$ cat src/rtl/ctrl_pipe_pkg.sv
// Shared types for the E/M/W control pipeline: control payload, forward selects.
package ctrl_pipe_pkg;

  // Decode-stage control bits carried into E
  typedef struct packed {
    logic       reg_write;
    logic       result_src;
    logic       mem_write;
    logic       alu_src;
    logic [1:0] alu_op;
  } ctrl_e_t;

  // E-stage operand source select
  typedef enum logic [1:0] {
    FWD_RF = 2'b00,
    FWD_W  = 2'b01,
    FWD_M  = 2'b10
  } fwd_sel_t;

  // ResultSrc value meaning "result comes from load data"
  localparam logic RESULT_MEM = 1'b1;

endpackage

$ cat src/rtl/ctrl_pipe_if.sv
// Bundle between decoder/datapath and the control pipeline.
interface ctrl_pipe_if #(
  parameter int unsigned REG_AW = 5,
  parameter int unsigned CNT_W  = 32
) ();

  // D-stage inputs from maindec / regfile
  logic              valid_d;
  logic              reg_write_d;
  logic              alu_src_d;
  logic              mem_write_d;
  logic              result_src_d;
  logic [1:0]        alu_op_d;
  logic [REG_AW-1:0] rs1_d;
  logic [REG_AW-1:0] rs2_d;
  logic [REG_AW-1:0] rd_d;

  // E-stage inputs held by the datapath
  logic [REG_AW-1:0] rs1_e;
  logic [REG_AW-1:0] rs2_e;
  logic              flush_e;

  // Per-stage controls
  logic              alu_src_e;
  logic [1:0]        alu_op_e;
  logic              mem_write_e;
  logic              result_src_e;
  logic              reg_write_e;
  logic              mem_write_m;
  logic              result_src_m;
  logic              reg_write_m;
  logic              result_src_w;
  logic              reg_write_w;
  logic [REG_AW-1:0] rd_e;
  logic [REG_AW-1:0] rd_m;
  logic [REG_AW-1:0] rd_w;
  logic              valid_w;

  // Hazard, forwarding and retire count
  logic              stall_d;
  logic [1:0]        fwd_a_e;
  logic [1:0]        fwd_b_e;
  logic [CNT_W-1:0]  retired;

  modport slave (
    input  valid_d, reg_write_d, alu_src_d, mem_write_d, result_src_d, alu_op_d,
           rs1_d, rs2_d, rd_d, rs1_e, rs2_e, flush_e,
    output alu_src_e, alu_op_e, mem_write_e, result_src_e, reg_write_e,
           mem_write_m, result_src_m, reg_write_m, result_src_w, reg_write_w,
           rd_e, rd_m, rd_w, valid_w, stall_d, fwd_a_e, fwd_b_e, retired
  );

  modport master (
    output valid_d, reg_write_d, alu_src_d, mem_write_d, result_src_d, alu_op_d,
           rs1_d, rs2_d, rd_d, rs1_e, rs2_e, flush_e,
    input  alu_src_e, alu_op_e, mem_write_e, result_src_e, reg_write_e,
           mem_write_m, result_src_m, reg_write_m, result_src_w, reg_write_w,
           rd_e, rd_m, rd_w, valid_w, stall_d, fwd_a_e, fwd_b_e, retired
  );

endinterface

$ cat src/rtl/ctrl_stage_reg.sv
// Pipeline stage register with async reset and synchronous clear (bubble insert).
module ctrl_stage_reg #(
  parameter int unsigned W = 8
) (
  input  logic         clk,
  input  logic         rst_n,
  input  logic         clr,
  input  logic [W-1:0] d,
  output logic [W-1:0] q
);

  // Load next stage contents, or a bubble when cleared
  always_ff @(posedge clk or negedge rst_n) begin
    if (!rst_n) begin
      q <= '0;
    end else if (clr) begin
      q <= '0;
    end else begin
      q <= d;
    end
  end

endmodule

$ cat src/rtl/ctrl_pipe.sv
// Control pipeline D->E->M->W with load-use stall, E-stage forwarding, retire counter.
module ctrl_pipe
  import ctrl_pipe_pkg::*;
#(
  parameter int unsigned REG_AW = 5,
  parameter int unsigned CNT_W  = 32
) (
  input  logic       clk,
  input  logic       rst_n,
  ctrl_pipe_if.slave bus
);

  localparam int unsigned CTRL_W = $bits(ctrl_e_t);
  localparam int unsigned E_W    = 1 + REG_AW + CTRL_W;
  localparam int unsigned M_W    = 1 + REG_AW + 3;
  localparam int unsigned W_W    = 1 + REG_AW + 2;

  ctrl_e_t           ctrlD;
  ctrl_e_t           ctrlE;
  logic [E_W-1:0]    eD;
  logic [E_W-1:0]    eQ;
  logic [M_W-1:0]    mD;
  logic [M_W-1:0]    mQ;
  logic [W_W-1:0]    wD;
  logic [W_W-1:0]    wQ;
  logic              validE;
  logic              validM;
  logic              validW;
  logic [REG_AW-1:0] rdE;
  logic [REG_AW-1:0] rdM;
  logic [REG_AW-1:0] rdW;
  logic              regWriteM;
  logic              resultSrcM;
  logic              memWriteM;
  logic              regWriteW;
  logic              resultSrcW;
  logic              stallD;
  logic              clrE;
  fwd_sel_t          fwdA;
  fwd_sel_t          fwdB;
  logic [CNT_W-1:0]  retiredQ;

  assign ctrlD = '{reg_write:  bus.reg_write_d,
                   result_src: bus.result_src_d,
                   mem_write:  bus.mem_write_d,
                   alu_src:    bus.alu_src_d,
                   alu_op:     bus.alu_op_d};

  // Load-use hazard: load in E whose destination is read by the instruction in D
  assign stallD = validE & (ctrlE.result_src == RESULT_MEM) & ctrlE.reg_write &
                  (rdE != '0) & ((rdE == bus.rs1_d) | (rdE == bus.rs2_d));

  // Squash, stall or an empty D slot all enter E as a bubble
  assign clrE = bus.flush_e | stallD | ~bus.valid_d;
  assign eD   = {bus.valid_d, bus.rd_d, ctrlD};

  ctrl_stage_reg #(.W(E_W)) uStageE (
    .clk(clk), .rst_n(rst_n), .clr(clrE), .d(eD), .q(eQ)
  );

  assign {validE, rdE, ctrlE} = eQ;
  assign mD = {validE, rdE, ctrlE.reg_write, ctrlE.result_src, ctrlE.mem_write};

  ctrl_stage_reg #(.W(M_W)) uStageM (
    .clk(clk), .rst_n(rst_n), .clr(~validE), .d(mD), .q(mQ)
  );

  assign {validM, rdM, regWriteM, resultSrcM, memWriteM} = mQ;
  assign wD = {validM, rdM, regWriteM, resultSrcM};

  ctrl_stage_reg #(.W(W_W)) uStageW (
    .clk(clk), .rst_n(rst_n), .clr(~validM), .d(wD), .q(wQ)
  );

  assign {validW, rdW, regWriteW, resultSrcW} = wQ;

  // Operand source for one E-stage register; M result is newer than W
  function automatic fwd_sel_t fwdSel(input logic [REG_AW-1:0] rs);
    fwd_sel_t sel;
    sel = FWD_RF;
    if (validM && regWriteM && (rdM != '0) && (rdM == rs)) begin
      sel = FWD_M;
    end else if (validW && regWriteW && (rdW != '0) && (rdW == rs)) begin
      sel = FWD_W;
    end
    return sel;
  endfunction

  // Forwarding selects for both E-stage operands
  always_comb begin
    fwdA = fwdSel(bus.rs1_e);
    fwdB = fwdSel(bus.rs2_e);
  end

  // Count instructions leaving W
  always_ff @(posedge clk or negedge rst_n) begin
    if (!rst_n) begin
      retiredQ <= '0;
    end else if (validW) begin
      retiredQ <= retiredQ + CNT_W'(1);
    end
  end

  assign bus.alu_src_e    = ctrlE.alu_src;
  assign bus.alu_op_e     = ctrlE.alu_op;
  assign bus.mem_write_e  = ctrlE.mem_write;
  assign bus.result_src_e = ctrlE.result_src;
  assign bus.reg_write_e  = ctrlE.reg_write;
  assign bus.rd_e         = rdE;
  assign bus.mem_write_m  = memWriteM;
  assign bus.result_src_m = resultSrcM;
  assign bus.reg_write_m  = regWriteM;
  assign bus.rd_m         = rdM;
  assign bus.result_src_w = resultSrcW;
  assign bus.reg_write_w  = regWriteW;
  assign bus.rd_w         = rdW;
  assign bus.valid_w      = validW;
  assign bus.stall_d      = stallD;
  assign bus.fwd_a_e      = 2'(fwdA);
  assign bus.fwd_b_e      = 2'(fwdB);
  assign bus.retired      = retiredQ;

endmodule

$ cat src/flat_wrapper.sv
// flat-port wrapper written by rule: the top's interface ports become plain ports
module ctrl_pipe_flat import ctrl_pipe_pkg::*;
#(
  parameter int unsigned REG_AW = 5,
  parameter int unsigned CNT_W  = 32
)
  (clk, rst_n, bus_valid_d, bus_reg_write_d, bus_alu_src_d, bus_mem_write_d, bus_result_src_d, bus_alu_op_d, bus_rs1_d, bus_rs2_d, bus_rd_d, bus_rs1_e, bus_rs2_e, bus_flush_e, bus_alu_src_e, bus_alu_op_e, bus_mem_write_e, bus_result_src_e, bus_reg_write_e, bus_mem_write_m, bus_result_src_m, bus_reg_write_m, bus_result_src_w, bus_reg_write_w, bus_rd_e, bus_rd_m, bus_rd_w, bus_valid_w, bus_stall_d, bus_fwd_a_e, bus_fwd_b_e, bus_retired);
  ctrl_pipe_if #(.REG_AW(REG_AW), .CNT_W(CNT_W)) bus_i ();
  input  logic clk;
  input  logic rst_n;
  input wire logic [$bits(bus_i.valid_d)-1:0] bus_valid_d;
  input wire logic [$bits(bus_i.reg_write_d)-1:0] bus_reg_write_d;
  input wire logic [$bits(bus_i.alu_src_d)-1:0] bus_alu_src_d;
  input wire logic [$bits(bus_i.mem_write_d)-1:0] bus_mem_write_d;
  input wire logic [$bits(bus_i.result_src_d)-1:0] bus_result_src_d;
  input wire logic [$bits(bus_i.alu_op_d)-1:0] bus_alu_op_d;
  input wire logic [$bits(bus_i.rs1_d)-1:0] bus_rs1_d;
  input wire logic [$bits(bus_i.rs2_d)-1:0] bus_rs2_d;
  input wire logic [$bits(bus_i.rd_d)-1:0] bus_rd_d;
  input wire logic [$bits(bus_i.rs1_e)-1:0] bus_rs1_e;
  input wire logic [$bits(bus_i.rs2_e)-1:0] bus_rs2_e;
  input wire logic [$bits(bus_i.flush_e)-1:0] bus_flush_e;
  output wire logic [$bits(bus_i.alu_src_e)-1:0] bus_alu_src_e;
  output wire logic [$bits(bus_i.alu_op_e)-1:0] bus_alu_op_e;
  output wire logic [$bits(bus_i.mem_write_e)-1:0] bus_mem_write_e;
  output wire logic [$bits(bus_i.result_src_e)-1:0] bus_result_src_e;
  output wire logic [$bits(bus_i.reg_write_e)-1:0] bus_reg_write_e;
  output wire logic [$bits(bus_i.mem_write_m)-1:0] bus_mem_write_m;
  output wire logic [$bits(bus_i.result_src_m)-1:0] bus_result_src_m;
  output wire logic [$bits(bus_i.reg_write_m)-1:0] bus_reg_write_m;
  output wire logic [$bits(bus_i.result_src_w)-1:0] bus_result_src_w;
  output wire logic [$bits(bus_i.reg_write_w)-1:0] bus_reg_write_w;
  output wire logic [$bits(bus_i.rd_e)-1:0] bus_rd_e;
  output wire logic [$bits(bus_i.rd_m)-1:0] bus_rd_m;
  output wire logic [$bits(bus_i.rd_w)-1:0] bus_rd_w;
  output wire logic [$bits(bus_i.valid_w)-1:0] bus_valid_w;
  output wire logic [$bits(bus_i.stall_d)-1:0] bus_stall_d;
  output wire logic [$bits(bus_i.fwd_a_e)-1:0] bus_fwd_a_e;
  output wire logic [$bits(bus_i.fwd_b_e)-1:0] bus_fwd_b_e;
  output wire logic [$bits(bus_i.retired)-1:0] bus_retired;
  assign bus_i.valid_d = bus_valid_d;
  assign bus_i.reg_write_d = bus_reg_write_d;
  assign bus_i.alu_src_d = bus_alu_src_d;
  assign bus_i.mem_write_d = bus_mem_write_d;
  assign bus_i.result_src_d = bus_result_src_d;
  assign bus_i.alu_op_d = bus_alu_op_d;
  assign bus_i.rs1_d = bus_rs1_d;
  assign bus_i.rs2_d = bus_rs2_d;
  assign bus_i.rd_d = bus_rd_d;
  assign bus_i.rs1_e = bus_rs1_e;
  assign bus_i.rs2_e = bus_rs2_e;
  assign bus_i.flush_e = bus_flush_e;
  assign bus_alu_src_e = bus_i.alu_src_e;
  assign bus_alu_op_e = bus_i.alu_op_e;
  assign bus_mem_write_e = bus_i.mem_write_e;
  assign bus_result_src_e = bus_i.result_src_e;
  assign bus_reg_write_e = bus_i.reg_write_e;
  assign bus_mem_write_m = bus_i.mem_write_m;
  assign bus_result_src_m = bus_i.result_src_m;
  assign bus_reg_write_m = bus_i.reg_write_m;
  assign bus_result_src_w = bus_i.result_src_w;
  assign bus_reg_write_w = bus_i.reg_write_w;
  assign bus_rd_e = bus_i.rd_e;
  assign bus_rd_m = bus_i.rd_m;
  assign bus_rd_w = bus_i.rd_w;
  assign bus_valid_w = bus_i.valid_w;
  assign bus_stall_d = bus_i.stall_d;
  assign bus_fwd_a_e = bus_i.fwd_a_e;
  assign bus_fwd_b_e = bus_i.fwd_b_e;
  assign bus_retired = bus_i.retired;
  ctrl_pipe #(.REG_AW(REG_AW), .CNT_W(CNT_W)) u_core (.clk(clk), .rst_n(rst_n), .bus(bus_i));
endmodule
$ cat config.mk
export PLATFORM = sky130hd
export DESIGN_NAME = ctrl_pipe_flat
export DESIGN_NICKNAME = d
export VERILOG_FILES = /design/src/rtl/ctrl_pipe_pkg.sv /design/src/rtl/ctrl_pipe_if.sv /design/src/rtl/ctrl_stage_reg.sv /design/src/rtl/ctrl_pipe.sv /design/src/flat_wrapper.sv
export SDC_FILE = /design/constraint.sdc
export NUM_CORES = 1
export LEC_CHECK = 0
export BUFFER_PORTS_ARGS = -buffer_cell sky130_fd_sc_hd__buf_2
export CAP_MARGIN = 10
export CORE_MARGIN = 1
export CORE_UTILIZATION = 45
export CTS_BUF_LIST = sky130_fd_sc_hd__clkbuf_4 sky130_fd_sc_hd__clkbuf_8 sky130_fd_sc_hd__clkbuf_16
export DETAILED_ROUTE_END_ITERATION = 16
export HOLD_SLACK_MARGIN = 0.12
export PLACE_DENSITY_LB_ADDON = 0.1
export SYNTH_ARGS = -nofsm -noshare
export SYNTH_HDL_FRONTEND = slang
export SYNTH_HIERARCHICAL = 1
export SYNTH_SLANG_ARGS = --single-unit
$ cat constraint.sdc
create_clock -name clk -period 4.6 [get_ports clk]
set_clock_uncertainty 0.1 [all_clocks]
set_input_delay 0.46 -clock clk [delete_from_list [all_inputs] [get_ports clk]]
set_output_delay 0.46 -clock clk [all_outputs]
set_load 0.01 [all_outputs]
==> results.json, run 1 <==
{
  "synth_cell_type_count": 35,
  "synthMuxAreaShare_pct": 0.388,
  "ctsHtreeMaxLevel": 3,
  "cts_buffers": 9,
  "worst_skew_pair.late_latency_ns": 0.33,
  "ys_warn_count": 6,
  "drt_pass1_iterations": 4,
  "cts_sinks": 61,
  "peakVddDrop_v": 0.000258,
  "p_seq_share_pct": 48.5,
  "postSynth.asyncResetShare_pct": 100,
  "drc_errors": 0,
  "crit_arrival_ns": 2.08,
  "synth_xor_area_share_pct": 18.4,
  "die_area_um2": 6780,
  "core_um2": 6060,
  "hold_path_class": "primary input to register",
  "p_switching_w": 0.000241,
  "io_buffers": 98,
  "end_kind": "output port",
  "drt-initial-drc-count": 109,
  "setup_viol": 0,
  "viasPerCell": 4.98,
  "ctsResizeCount": 0,
  "hold-path-cell-count": 2,
  "p_int_w": 0.000886,
  "synth_nets": 281,
  "grt_pass1_wl_mm": 9.55,
  "final_common_cell": "buf_2",
  "nNetsFinal": 389,
  "synth_compound_area_share_pct": 1.59,
  "hold_viol": 0,
  "dp_slack_ns": 2.34,
  "rrSetupSlack_ns": 2.72,
  "gp_congestion": 0.884,
  "path_class": "register to output port",
  "rr_startpoint": "u_core/uStageE/q[7]",
  "worstHoldStart": "bus_alu_op_d[1]",
  "min_to": "u_core/uStageE/q[1]",
  "max_freq_mhz": 378,
  "synth_edf_count": 0,
  "synthCells": 245,
  "finalMaxSlewViolations": 0,
  "synth_top_family_by_area": "simple AND/OR/NAND/NOR gates",
  "synth.area.top_cells": "dfrtp_1 53%, xor2_1 12%, xnor2_1 6.0%",
  "combPwrFrac_pct": 5.7,
  "dieHeight_um": 82.3,
  "crit_fanout": 5,
  "fin_setup_tns_ns": 0,
  "synth_fa_ha_area_share_pct": 0.431,
  "r2r_cells": 5,
  "dp_hpwl_mm": 4.41,
  "clkPwrFrac_pct": 45.9,
  "start_util_pct": 47.9,
  "seq_area_frac_synth_pct": 52.6,
  "synth_ff_type": "dfrtp_1",
  "ant_nets": 0,
  "outcome": "completed",
  "synth_top_area_share_pct": 52.6,
  "worst_pin_slew_ns": 0.600,
  "powerDensity_nw_per_um2": 305,
  "setup_slack_ns": 1.96,
  "syn_area_um2": 2900,
  "clk_pin_slew_ns": 0.07,
  "clockBufferDepth": 2,
  "die_x_um": 82.3,
  "grt_max_degree": 49,
  "synthSimpleGateAreaFrac_pct": 24.5,
  "cp.required_ns": 4.04,
  "finalCritPeriodShare_pct": 57.5,
  "reg2reg_to": "u_core/uStageE/q[10]",
  "synth.avg_cell_area_um2": 11.8,
  "maxSlewHeadroom_pct": 60.0,
  "gr-total-overflow": 0,
  "grt_usage_pct": 19.2,
  "grt_pass1_vias": 2094,
  "ys_seq_elements": 61,
  "pin_count": 99,
  "p_sw_share_pct": 21.4,
  "final_cell_mix": "98 x buf_2, 61 x dfrtp_1, 41 x xor2_1",
  "critPathLaunchType": "register",
  "rsz0062_at_grt": "no",
  "drive_above_1_share_pct": 38.8,
  "diodes": 0,
  "fp-row-count": 28,
  "yosysTopAreaCell": "dfrtp_1",
  "maxCapViolCount": 0,
  "cts_tree": "built",
  "root_buffer": "clkbuf_8",
  "wl_mm": 6.04,
  "vias": 2158,
  "leakagePower_nw": 2.00,
  "routedWlPerCell_um": 13.9,
  "antenna_found_initial": 0,
  "area_growth_pct": 27.2,
  "fin_crit_ns": 2.64
}
power groups by stage:
| stage | Sequential (W) | Clock (W) | Combinational (W) |
|---|---|---|---|
| detailed placement | 0.000556 | 0 | 0.0000641 |
| global placement | 0.000556 | 0 | 0.0000634 |
| CTS | 0.000546 | 0.000527 | 0.0000650 |
| floorplan | 0.000558 | 0 | 0.0000251 |
| global route | 0.000547 | 0.000544 | 0.0000711 |
| finish | 0.000546 | 0.000517 | 0.0000637 |
cell usage after synthesis (2+ instances only):
master / number
or4_1: 3
and2b_2: 2
nand2_1: 7
nor4_2: 4
nor4b_2: 2
nand4_2: 2
nor2b_2: 8
nor2b_4: 2
xnor2_1: 20
nand3_1: 13
o2111ai_1: 3
buf_6: 2
inv_1: 7
and3_1: 4
nand4_1: 6
dfrtp_1: 61
nor2b_1: 18
nor4_1: 6
nor2_1: 6
nor3_1: 14
xor2_1: 41
logic make-up after synthesis:
| family | Yosys count |
|---|---|
| and+or+nand+nor | 104 |
| xor gates and xnor gates | 61 |
| DFF | 61 |
| buffers and inverters | 11 |
| AOI/OAI and AO/OA | 6 |
| muxes | 1 |
| adders and majority gates | 1 |
flip-flops by register name, summed over array words and instances, names as in the netlist:
| register | count |
|---|---|
| u_core/uStageW/q | 8 |
| u_core/bus.retired | 32 |
| u_core/uStageE/q | 12 |
| u_core/uStageM/q | 9 |
how the worst max path moves through the flow:
| stage | startpoint | endpoint | slack [ns] | cells past startpoint |
|---|---|---|---|---|
| 2_1_floorplan | u_core/uStageM/q[4] | bus_fwd_a_e[0] | 2.29 | 4 |
| 3_3_place_gp | u_core/uStageM/q[4] | bus_fwd_b_e[0] | 2.38 | 5 |
| 3_5_place_dp | u_core/uStageM/q[4] | bus_fwd_b_e[0] | 2.34 | 5 |
| 4_1_cts | u_core/uStageM/q[4] | bus_fwd_b_e[0] | 1.97 | 5 |
| 5_1_grt | u_core/uStageM/q[4] | bus_fwd_b_e[0] | 1.85 | 5 |
| 6_report | u_core/uStageM/q[4] | bus_fwd_b_e[0] | 1.96 | 5 |
critical path, cell delays in order (launching register included):
cell      delay, ns
dfrtp_1        0.43
or4_1          0.52
o211ai_1       0.22
nor4_1         0.12
nor4_1         0.28
buf_2          0.17
layer usage:
metal  part of all wire (%)  global-route usage (%)
met5                      0                       0
met4                    1.8                    8.95
met3                    5.0                    4.51
met2                     44                    29.1
met1                     49                    26.0
per-stage QoR:
step | std cells | instance area [µm²] | power, W | hold WS [ns] | util [%]
global route | 433 | 3690 | 0.00116 | 0.230 | 60.9
floorplan | 245 | 2900 | 0.000583 | 0.0644 | -
finish | 433 | 3690 | 0.00113 | 0.236 | 60.9
global placement | 416 | 3470 | 0.000619 | 0.272 | 57.2
CTS | 433 | 3690 | 0.00114 | 0.227 | 60.9
detailed placement | 416 | 3470 | 0.000620 | 0.279 | 57.2
final cells by class:
type,count,area [µm²]
clock buffers,11,139
clock inverters,5,75.1
fillers,545,2370
inverters,7,26.3
multi-input cells,173,1320
flip-flops and latches,61,1530
well taps,75,93.8
repair buffers,101,515
timing repair:
action	in CTS	in global routing
hold buffers	1	0
setup buffers	0	0
hold endpoints to repair	13	0
(Power assumes the default switching activity.)
==> run 2: changes to the inputs <==
- clock period: 4.6 -> 2.27 ns (I/O delays scaled with it)
==> run 2 against run 1 <==
  * Register-to-register slack got worse by 2.4 ns
  * Total power rose by 110%
  * Combinational power up 140%
  * Die area is the same
  * Critical path depth unchanged
  * Routed wire length increased by 4.2%
  * Non-clock buffer count grew 17
  * The run now ends with setup timing left
  * Clock-buffer cell count grew 1
==> results.json, run 2 (synthesis gave the netlist of run 1 again) <==
{
  "slowest_stage": "or4_1",
  "rr_startpoint": "u_core/uStageE/q[7]",
  "clockBufferDepth": 2,
  "area_growth_pct": 34.0,
  "fin_crit_ns": 2.34,
  "grt_usage_pct": 20.6,
  "peakVddDrop_v": 0.000512,
  "rrSetupSlack_ns": 0.29,
  "hold_viol": 0,
  "antenna_found_initial": 0,
  "nNetsFinal": 406,
  "core_um2": 6060,
  "placed_area_um2": 3490,
  "root_buffer": "clkbuf_8",
  "p_int_w": 0.00186,
  "p_sw_share_pct": 21.3,
  "reg2reg_to": "u_core/uStageE/q[3]",
  "max_freq_mhz": 428,
  "final_common_cell": "buf_2",
  "worstHoldStart": "bus_flush_e",
  "worst_pin_slew_ns": 0.504,
  "io_buffers": 98,
  "setup_slack_ns": -0.0682,
  "viasPerCell": 4.96,
  "crit_chain": "or4_1 > o211ai_1 > nor4_2 > nor4_1 > buf_2",
  "diodes": 0,
  "end_kind": "output port",
  "vias": 2231,
  "finalCritPeriodShare_pct": 103,
  "ctsHtreeMaxLevel": 3,
  "drt_pass1_iterations": 4,
  "die_x_um": 82.3,
  "outcome": "finished with violations",
  "p_seq_share_pct": 46.8,
  "path_class": "register to output port",
  "path_delay_family": "simple AND/OR/NAND/NOR gates",
  "crit_arrival_ns": 2.01,
  "grt_pass1_wl_mm": 10.2,
  "maxSlewHeadroom_pct": 66.2,
  "grt_max_degree": 62,
  "clk_pin_slew_ns": 0.07,
  "min_to": "u_core/uStageE/q[7]",
  "pin_count": 99,
  "fp-row-count": 28,
  "r2r_cells": 6,
  "ant_nets": 0,
  "final_cell_mix": "98 x buf_2, 61 x dfrtp_1, 41 x xor2_1",
  "cts_buffers": 9,
  "cp.required_ns": 1.94,
  "hold-path-cell-count": 4,
  "critPathLaunchType": "register",
  "worst_skew_pair.late_latency_ns": 0.33,
  "start_util_pct": 47.9,
  "rsz0062_at_grt": "yes",
  "setup_viol": 2,
  "largest_reg_flops": 32,
  "drt-initial-drc-count": 70,
  "drive_above_1_share_pct": 38.9,
  "violations": "setup timing",
  "routedWlPerCell_um": 14.0,
  "crit_fanout": 2,
  "dieHeight_um": 82.3,
  "regArea_um2": 1530,
  "gr-total-overflow": 0,
  "die_area_um2": 6780,
  "crit_path_start": "u_core/uStageM/q[5]",
  "grt_pass1_vias": 2164,
  "cpPeakStageDelay_ns": 0.52,
  "cp.buffers_inverters": 1,
  "maxCapViolCount": 0,
  "clkPwrFrac_pct": 46.8,
  "drc_errors": 0,
  "cts_tree": "built",
  "hold_path_class": "primary input to register",
  "dp_slack_ns": 0.215,
  "fillers": 514,
  "finalPower_w": 0.00237,
  "wl_mm": 6.29,
  "dp_hpwl_mm": 4.36,
  "powerDensity_nw_per_um2": 608,
  "leakagePower_nw": 2.09,
  "cts_sinks": 61,
  "final_cell_area_um2": 3890,
  "finalMaxSlewViolations": 0,
  "multi_input_area_um2": 1330,
  "combPwrFrac_pct": 6.4,
  "p_switching_w": 0.000504,
  "gp_congestion": 0.884
}
-- run 2: layout make-up --
| cell class | instances | share of cell area (%) |
|---|---|---|
| clock buffer | 12 | 4.09 |
| clock inverter | 4 | 1.80 |
| inverter | 7 | 0.676 |
| multi-input combinational | 173 | 34.1 |
| sequential | 61 | 39.3 |
| tap | 75 | 2.41 |
| timing repair buffer | 118 | 17.6 |
-- run 2: tightest hold or removal path, cell delays in order --
cell     delay [ns]
buf_2          0.08
nor2b_1        0.03
o21ai_1        0.27
nor2b_4        0.06
-- run 2: how the worst max path moves through the flow --
stage               cells after the start  slack, ns              to
global placement                        5       0.27  bus_fwd_b_e[0]
detailed placement                      5       0.22  bus_fwd_a_e[0]
global route                            5      -0.23  bus_fwd_a_e[0]
finish                                  5      -0.07  bus_fwd_b_e[0]
CTS                                     5       -0.1  bus_fwd_a_e[0]
floorplan                               4       0.20  bus_fwd_a_e[0]
-- run 2: power groups by stage --
| stage | Clock (W) | Sequential, W | Combinational [W] |
|---|---|---|---|
| 2_1_floorplan | 0 | 0.00113 | 0.0000509 |
| 5_1_grt | 0.00118 | 0.00111 | 0.000169 |
| 4_1_cts | 0.00113 | 0.00111 | 0.000152 |
| 3_3_place_gp | 0 | 0.00113 | 0.000133 |
| 3_5_place_dp | 0 | 0.00113 | 0.000134 |
| 6_report | 0.00111 | 0.00111 | 0.000152 |
-- run 2: what timing repair did --
action,4_1_cts,5_1_grt
hold buffers,13,0
hold endpoints to repair,73,0
endpoints found under the setup margin,2,2
pin swaps,2,5
gates resized for setup,0,2
buffers inserted,3,1
-- run 2: metal layers --
layer	vias up	GRT usage (%)	routed length (µm)
met5	-	0	0
met4	0	10.7	72
met3	6	5.93	367
met2	61	31.3	2910
met1	1071	26.7	2950
li1	1093	-	-
-- run 2: stage by stage --
step	std cells	setup TNS [ns]	util (%)	hold WS [ns]
2_1_floorplan	245	0	-	-0.169
3_3_place_gp	417	0	57.5	0.161
3_5_place_dp	417	0	57.5	0.163
4_1_cts	449	-0.192	63.8	0.247
5_1_grt	450	-0.400	64.2	0.284
6_report	450	-0.122	64.2	0.271
